### src/rtl/eth_pktbuf_ctrl.sv
// Circular packet-buffer controller around a ram2port: speculative frame writes with rollback and a
// 4-entry skid FIFO hiding the 2-cycle read latency. Drop statistics enabled by ETH_PKTBUF_STATS_EN.
`timescale 1ns/1ps
module eth_pktbuf_ctrl #(
  parameter int pWIDTH_DATA = 8,
  parameter int pWIDTH_ADDR = 11
) (
  input  logic                   clock,
  input  logic                   reset_n,
  input  logic                   wr_valid,
  input  logic                   wr_sof,
  input  logic                   wr_eof,
  input  logic                   wr_err,
  input  logic [pWIDTH_DATA-1:0] wr_data,
  output logic                   rd_valid,
  input  logic                   rd_ready,
  output logic [pWIDTH_DATA-1:0] rd_data,
  output logic                   rd_eof,
  output logic [pWIDTH_ADDR:0]   rd_frames,
  output logic [15:0]            drop_cnt,
  output logic                   ram_clkena_a,
  output logic                   ram_clkena_b,
  output logic [pWIDTH_ADDR-1:0] ram_addr_a,
  output logic                   ram_wrena_a,
  output logic [pWIDTH_DATA:0]   ram_idata_a,
  output logic [pWIDTH_ADDR-1:0] ram_addr_b,
  output logic                   ram_wrena_b,
  input  logic [pWIDTH_DATA:0]   ram_odata_b
);
  localparam logic [pWIDTH_ADDR-1:0] lADDR_ZERO   = {pWIDTH_ADDR{1'b0}};
  localparam logic [pWIDTH_ADDR-1:0] lADDR_ONE    = {{(pWIDTH_ADDR-1){1'b0}}, 1'b1};
  localparam logic [pWIDTH_ADDR:0]   lFRAMES_ZERO = {(pWIDTH_ADDR+1){1'b0}};
  localparam logic [pWIDTH_ADDR:0]   lFRAMES_ONE  = {{pWIDTH_ADDR{1'b0}}, 1'b1};

  typedef enum logic [1:0] {IDLE = 2'd0, RECV = 2'd1, DROP = 2'd2} wr_state_t;

  wr_state_t              state;
  logic [pWIDTH_ADDR-1:0] wr_commit, wr_cur, rd_issue, rd_pop;
  logic [pWIDTH_ADDR-1:0] commit_nxt, wr_base, beat_addr, next_addr;
  logic                   commit_pend, restart, accept, full;
  logic [1:0]             inflight;
  logic [pWIDTH_DATA:0]   skid [0:3];
  logic [1:0]             skid_wp, skid_rp;
  logic [2:0]             skid_cnt, outstanding;
  logic                   issue, push, pop;

  assign ram_clkena_a = 1'b1;
  assign ram_clkena_b = 1'b1;
  assign ram_wrena_b  = 1'b0;

  // A commit lands in wr_commit one cycle late, so a frame started right behind it must see the pending value
  assign wr_base   = commit_pend ? commit_nxt : wr_commit;
  assign restart   = wr_valid & wr_sof & ((state == IDLE) | (state == RECV));
  assign accept    = restart | (wr_valid & (state == RECV));
  assign beat_addr = restart ? wr_base : wr_cur;
  assign next_addr = beat_addr + lADDR_ONE;
  assign full      = (next_addr == rd_pop);

  assign outstanding = {2'b00, inflight[0]} + {2'b00, inflight[1]} + skid_cnt;
  assign issue       = (rd_issue != wr_commit) & (outstanding < 3'd4);
  assign push        = inflight[1];
  assign rd_valid    = (skid_cnt != 3'd0);
  assign pop         = rd_valid & rd_ready;
  assign {rd_eof, rd_data} = skid[skid_rp];
  assign ram_addr_b  = rd_issue;

  // Write FSM: RAM port A, speculative pointer and delayed commit
  always_ff @(posedge clock or negedge reset_n) begin
    if (!reset_n) begin
      state       <= IDLE;
      wr_cur      <= lADDR_ZERO;
      wr_commit   <= lADDR_ZERO;
      commit_nxt  <= lADDR_ZERO;
      commit_pend <= 1'b0;
      ram_wrena_a <= 1'b0;
      ram_addr_a  <= lADDR_ZERO;
      ram_idata_a <= {(pWIDTH_DATA+1){1'b0}};
    end else begin
      ram_wrena_a <= 1'b0;
      commit_pend <= 1'b0;
      if (commit_pend) wr_commit <= commit_nxt;
      case (state)
        IDLE, RECV: begin
          if (accept) begin
            if (full) begin
              wr_cur <= wr_base;
              state  <= wr_eof ? IDLE : DROP;
            end else begin
              ram_wrena_a <= 1'b1;
              ram_addr_a  <= beat_addr;
              ram_idata_a <= {wr_eof, wr_data};
              if (!wr_eof) begin
                wr_cur <= next_addr;
                state  <= RECV;
              end else if (wr_err) begin
                wr_cur <= wr_base;
                state  <= IDLE;
              end else begin
                wr_cur      <= next_addr;
                commit_nxt  <= next_addr;
                commit_pend <= 1'b1;
                state       <= IDLE;
              end
            end
          end
        end
        DROP: begin
          if (wr_valid && wr_eof) begin
            wr_cur <= wr_base;
            state  <= IDLE;
          end
        end
        default: state <= IDLE;
      endcase
    end
  end

  // Read issue window, skid FIFO and committed-frame count
  always_ff @(posedge clock or negedge reset_n) begin
    if (!reset_n) begin
      rd_issue  <= lADDR_ZERO;
      rd_pop    <= lADDR_ZERO;
      inflight  <= 2'b00;
      skid_wp   <= 2'd0;
      skid_rp   <= 2'd0;
      skid_cnt  <= 3'd0;
      rd_frames <= lFRAMES_ZERO;
      for (int i = 0; i < 4; i++) skid[i] <= {(pWIDTH_DATA+1){1'b0}};
    end else begin
      inflight <= {inflight[0], issue};
      if (issue) rd_issue <= rd_issue + lADDR_ONE;
      if (push) begin
        skid[skid_wp] <= ram_odata_b;
        skid_wp       <= skid_wp + 2'd1;
      end
      if (pop) begin
        skid_rp <= skid_rp + 2'd1;
        rd_pop  <= rd_pop + lADDR_ONE;
      end
      skid_cnt <= skid_cnt + {2'b00, push} - {2'b00, pop};
      if (commit_pend && !(pop && rd_eof)) rd_frames <= rd_frames + lFRAMES_ONE;
      else if (!commit_pend && pop && rd_eof) rd_frames <= rd_frames - lFRAMES_ONE;
    end
  end

`ifdef ETH_PKTBUF_STATS_EN
  logic        abort, drop_end;
  logic [16:0] drop_sum;

  // A new sof in RECV drops the partial frame; an errored, overflowing or DROP-state eof drops the current one
  assign abort    = wr_valid & wr_sof & (state == RECV);
  assign drop_end = (accept & wr_eof & (full | wr_err)) | (wr_valid & wr_eof & (state == DROP));
  assign drop_sum = {1'b0, drop_cnt} + {16'd0, abort} + {16'd0, drop_end};

  // Saturating dropped-frame counter
  always_ff @(posedge clock or negedge reset_n) begin
    if (!reset_n) drop_cnt <= 16'd0;
    else          drop_cnt <= drop_sum[16] ? 16'hFFFF : drop_sum[15:0];
  end
`else
  assign drop_cnt = 16'd0;
`endif
endmodule

### config.mk
export PLATFORM = sky130hd
export DESIGN_NAME = eth_pktbuf_ctrl
export DESIGN_NICKNAME = d
export VERILOG_FILES = /design/src/rtl/eth_pktbuf_ctrl.sv
export SDC_FILE = /design/constraint.sdc
export NUM_CORES = 1
export LEC_CHECK = 0
export CAP_MARGIN = 15
export CORE_ASPECT_RATIO = 0.7
export CORE_MARGIN = 3
export CORE_UTILIZATION = 45
export DETAILED_ROUTE_END_ITERATION = 7
export GPL_TIMING_DRIVEN = 0
export PLACE_DENSITY = 0.74
export SETUP_SLACK_MARGIN = 0.3
export SLEW_MARGIN = 15
export SYNTH_ARGS = -nofsm -noshare
export SYNTH_HDL_FRONTEND = slang
export SYNTH_SLANG_ARGS = --single-unit
### constraint.sdc
create_clock -name clock -period 6.8 [get_ports clock]
set_clock_uncertainty 0.15 [all_clocks]
set_input_delay 1.36 -clock clock [delete_from_list [all_inputs] [get_ports clock]]
set_output_delay 1.36 -clock clock [all_outputs]
set_load 0.03 [all_outputs]
==> qor.yml <==
critical_path:
  cp-end-kind: "flop"
  cp.required_ps: 6950
  crit_chain: "clkdlybuf4s50_1 > nand3b_1 > clkbuf_1 > clkbuf_1 > nand2_1 > o21ai_0 > ha_1 > nand4b_1 > and4_1 > a211oi_1 > xor2_1 > a21oi_1 > and4_1 > clkbuf_1 > nand2_1 > o311ai_0"
  path_max_fanout: 10
  slowest_delay_ps: 600
  start_kind: "input port"
  cpMaxStageDelayCell: "a211oi_1"
  worstPathArrival_ps: 6230
  worst_path_most_repeated_cell: "clkbuf_1"
  r2r_setup_slack_ps: 1700
  critPathKind: "input port to flop"
layout:
  drive_gt1_share_pct: 19.0
  n_antenna_cell: 0
  final_cells: 968
  areaGrowthSynthToFinish_pct: 23.1
  nNetsFinal: 801
clock_tree:
  post_cts_buffers: 0
  cts_tree: "built"
  cts_buffers: 17
  path_clk_slew_ps: 60
  clk_latency_ps: 420
  cts-resized-gates: 0
  cts_hold_buf: 0
  clockBufferDepth: 2
  clock_sink_count: 136
  root_buffer: "clkbuf_16"
  h-tree-depth: 4
logic_synthesis:
  synth_ff_type: "dfrtp_1"
  synthCells: 642
  syn_area_um2: 7290
  yosys.area.top_type: "dfrtp_1"
  synth_cell_types: 61
  synthArstFlopShare_pct: 100
  synth_area_leaders: "dfrtp_1, mux2_2, xor2_1"
  postSynthRegisterBits: 136
  synth-edff-count: 0
  ys_seq_area_share_pct: 46.7
  syn-mean-instance-area_um2: 11.3
  yosysWarnings: 0
  synth_top_area_share_pct: 46.7
power_and_ir_drop:
  power_density_nw_per_um2: 509
  power_leakage_nw: 3.88
  peakVddDrop_mv: 0.204
grt:
  grt_pass1_vias: 5558
  overflow: 0
  grt_start_max_net_pins: 73
  grt_pass1_wl_um: 29000
  antenna_found_initial: 0
  grt_usage_pct: 20.7
floorplan:
  die_h_um: 112
  io_pins: 97
  coreArea_um2: 15700
  fp-row-count: 38
  dieWidth_um: 158
  die_area_um2: 17800
  initial_core_util_pct: 46.4
route:
  route.detailed.drc: 0
  num_vias: 5397
  routedWlPerCell_um: 17.9
  finalWirelength_um: 17300
  drt-pass1-iter-count: 5
  drt_iter0_drc: 394
  viasPerCell: 5.58
  ant_nets: 0
placement:
  dp_cells: 936
  numPortBuffers: 76
  dp_hpwl_um: 12800
  gpl.final_weighted_congestion: 0.960
  place_ws_ps: 390
timing:
  fmax_mhz: 165
  period_share_pct: 89.4
  slew_viol_final: 0
  setup_slack_ps: 722
  hold_viol: 0
  report.final.setup_viol: 0
  fin_crit_ps: 6080
  worstMarginPinSlew_ps: 814
  tns_ps: 0
  grt_setup_unrepaired: "no"
  slew_headroom_pct: 45.7
outcome:
  status: "finished clean"
job:
  drv_cap: 0
min_path:
  hp-class: "flop to flop"
logic make-up after synthesis:
logic type | share of synthesized area (%)
buffers and inverters | 4.89
multiplexers | 16.0
AO/OA/AOI/OAI | 9.75
adder cells (fa/ha/maj) | 3.98
XOR/XNOR | 8.26
other | 0.103
flip-flops | 46.7
AND/OR/NAND/NOR | 10.3
per-layer routing:
layer / global-route usage [%] / part of all wire (%) / vias to the layer above
met2: 30.9 / 45 / 210
met5: 0 / 0 / -
met1: 29.6 / 46 / 2678
met3: 4.66 / 7.4 / 18
li1: - / - / 2491
met4: 7.74 / 1.6 / 0
synth_stat cells, types with 4 or more instances:
cell,number
xor2_1,36
buf_2,5
mux2_2,64
a31oi_1,6
nand3b_1,4
nor3_1,8
a211o_1,4
nor2_1,24
mux2i_1,15
and3_1,5
mux4_2,9
nand4_1,15
ha_1,20
clkbuf_1,14
o211ai_1,7
inv_1,26
nor4_1,4
or3_1,5
nand3_1,10
a21o_1,7
and2_1,4
a41oi_1,4
a211oi_1,6
xnor2_1,30
a21oi_1,17
mux2_4,6
nand2_1,54
dfrtp_1,136
o21ai_0,21
buf_4,19
o311ai_0,4
placed cells by master, fill, tap and decap left out, types with 5 or more instances in the layout:
cell type,netlist,routed
o21ai_0,21,21
nor3_1,8,8
or3_1,5,5
xnor2_1,30,30
mux4_2,9,9
dfrtp_1,136,136
a21o_1,7,7
mux2_2,64,64
clkbuf_1,14,15
nand2_1,54,54
a21oi_1,17,17
ha_1,20,20
clkbuf_16,0,17
mux2i_1,15,15
clkdlybuf4s50_1,0,75
o211ai_1,7,7
buf_2,5,5
clkinvlp_4,0,6
nand3_1,10,10
inv_1,26,26
nor2_1,24,24
a31oi_1,6,6
nand4_1,15,15
xor2_1,36,36
a211oi_1,6,6
and3_1,5,5
conb_1,2,19
mux2_4,6,6
buf_4,19,19
power breakdown:
part	switching [mW]	total [mW]	internal [mW]	leakage, nW
sequential	0.288	1.46	1.17	1.66
combinational	1.19	2.20	1.01	1.96
clock	0.371	0.911	0.541	0.265
final cells by class:
class / instances / area (µm²)
fillers: 1308 / 6720
multi-input cells: 453 / 3590
flip-flops and latches: 136 / 3400
repair buffers: 77 / 790
clock buffers: 18 / 429
plain buffers: 44 / 259
well taps: 200 / 250
clock inverters: 14 / 150
inverters: 26 / 97.6
final timing paths:
path | startpoint | endpoint | cells past startpoint
min reg2reg | inflight[0]$_DFF_PN0_ | inflight[1]$_DFF_PN0_ | 0
max | wr_sof | wr_cur[0]$_DFFE_PN0P_ | 16
min | inflight[0]$_DFF_PN0_ | inflight[1]$_DFF_PN0_ | 0
max in group asynchronous | reset_n | skid[28]$_DFFE_PN0P_ | 2
max reg2reg | state[1]$_DFFE_PN0P_ | wr_cur[0]$_DFFE_PN0P_ | 15
min in group asynchronous | reset_n | ram_idata_a[3]$_DFFE_PN0P_ | 1
per-stage QoR:
| stage | utilization [%] | hold WS [ps] | total power, mW | instance area, µm² |
|---|---|---|---|---|
| 5_1_grt | 57.2 | 291 | 4.86 | 8970 |
| 3_3_place_gp | 53.3 | 258 | 3.55 | 8360 |
| 6_report | 57.2 | 278 | 4.56 | 8970 |
| 4_1_cts | 57.2 | 277 | 4.58 | 8970 |
| 2_1_floorplan | - | 210 | 2.93 | 7350 |
| 3_5_place_dp | 53.5 | 256 | 3.65 | 8390 |
sequential cells by signal (all words and copies together), names as in the netlist, 3 cells and up:
register and cells:
wr_commit 11, skid_cnt 3, ram_addr_a 11, skid 36, rd_pop 11, commit_nxt 11
ram_addr_b 11, ram_idata_a 9, wr_cur 11, rd_frames 12
worst max-delay path, delay by kind of cell:
kind                       cells  cell delay (ps)
buffers and inverters          4             1720
and+or+nand+nor                6             1340
AOI/OAI and AO/OA              4             1310
adders and majority gates      1              340
xor gates and xnor gates       1              140
Note: power is estimated with default switching activity, not from simulation.
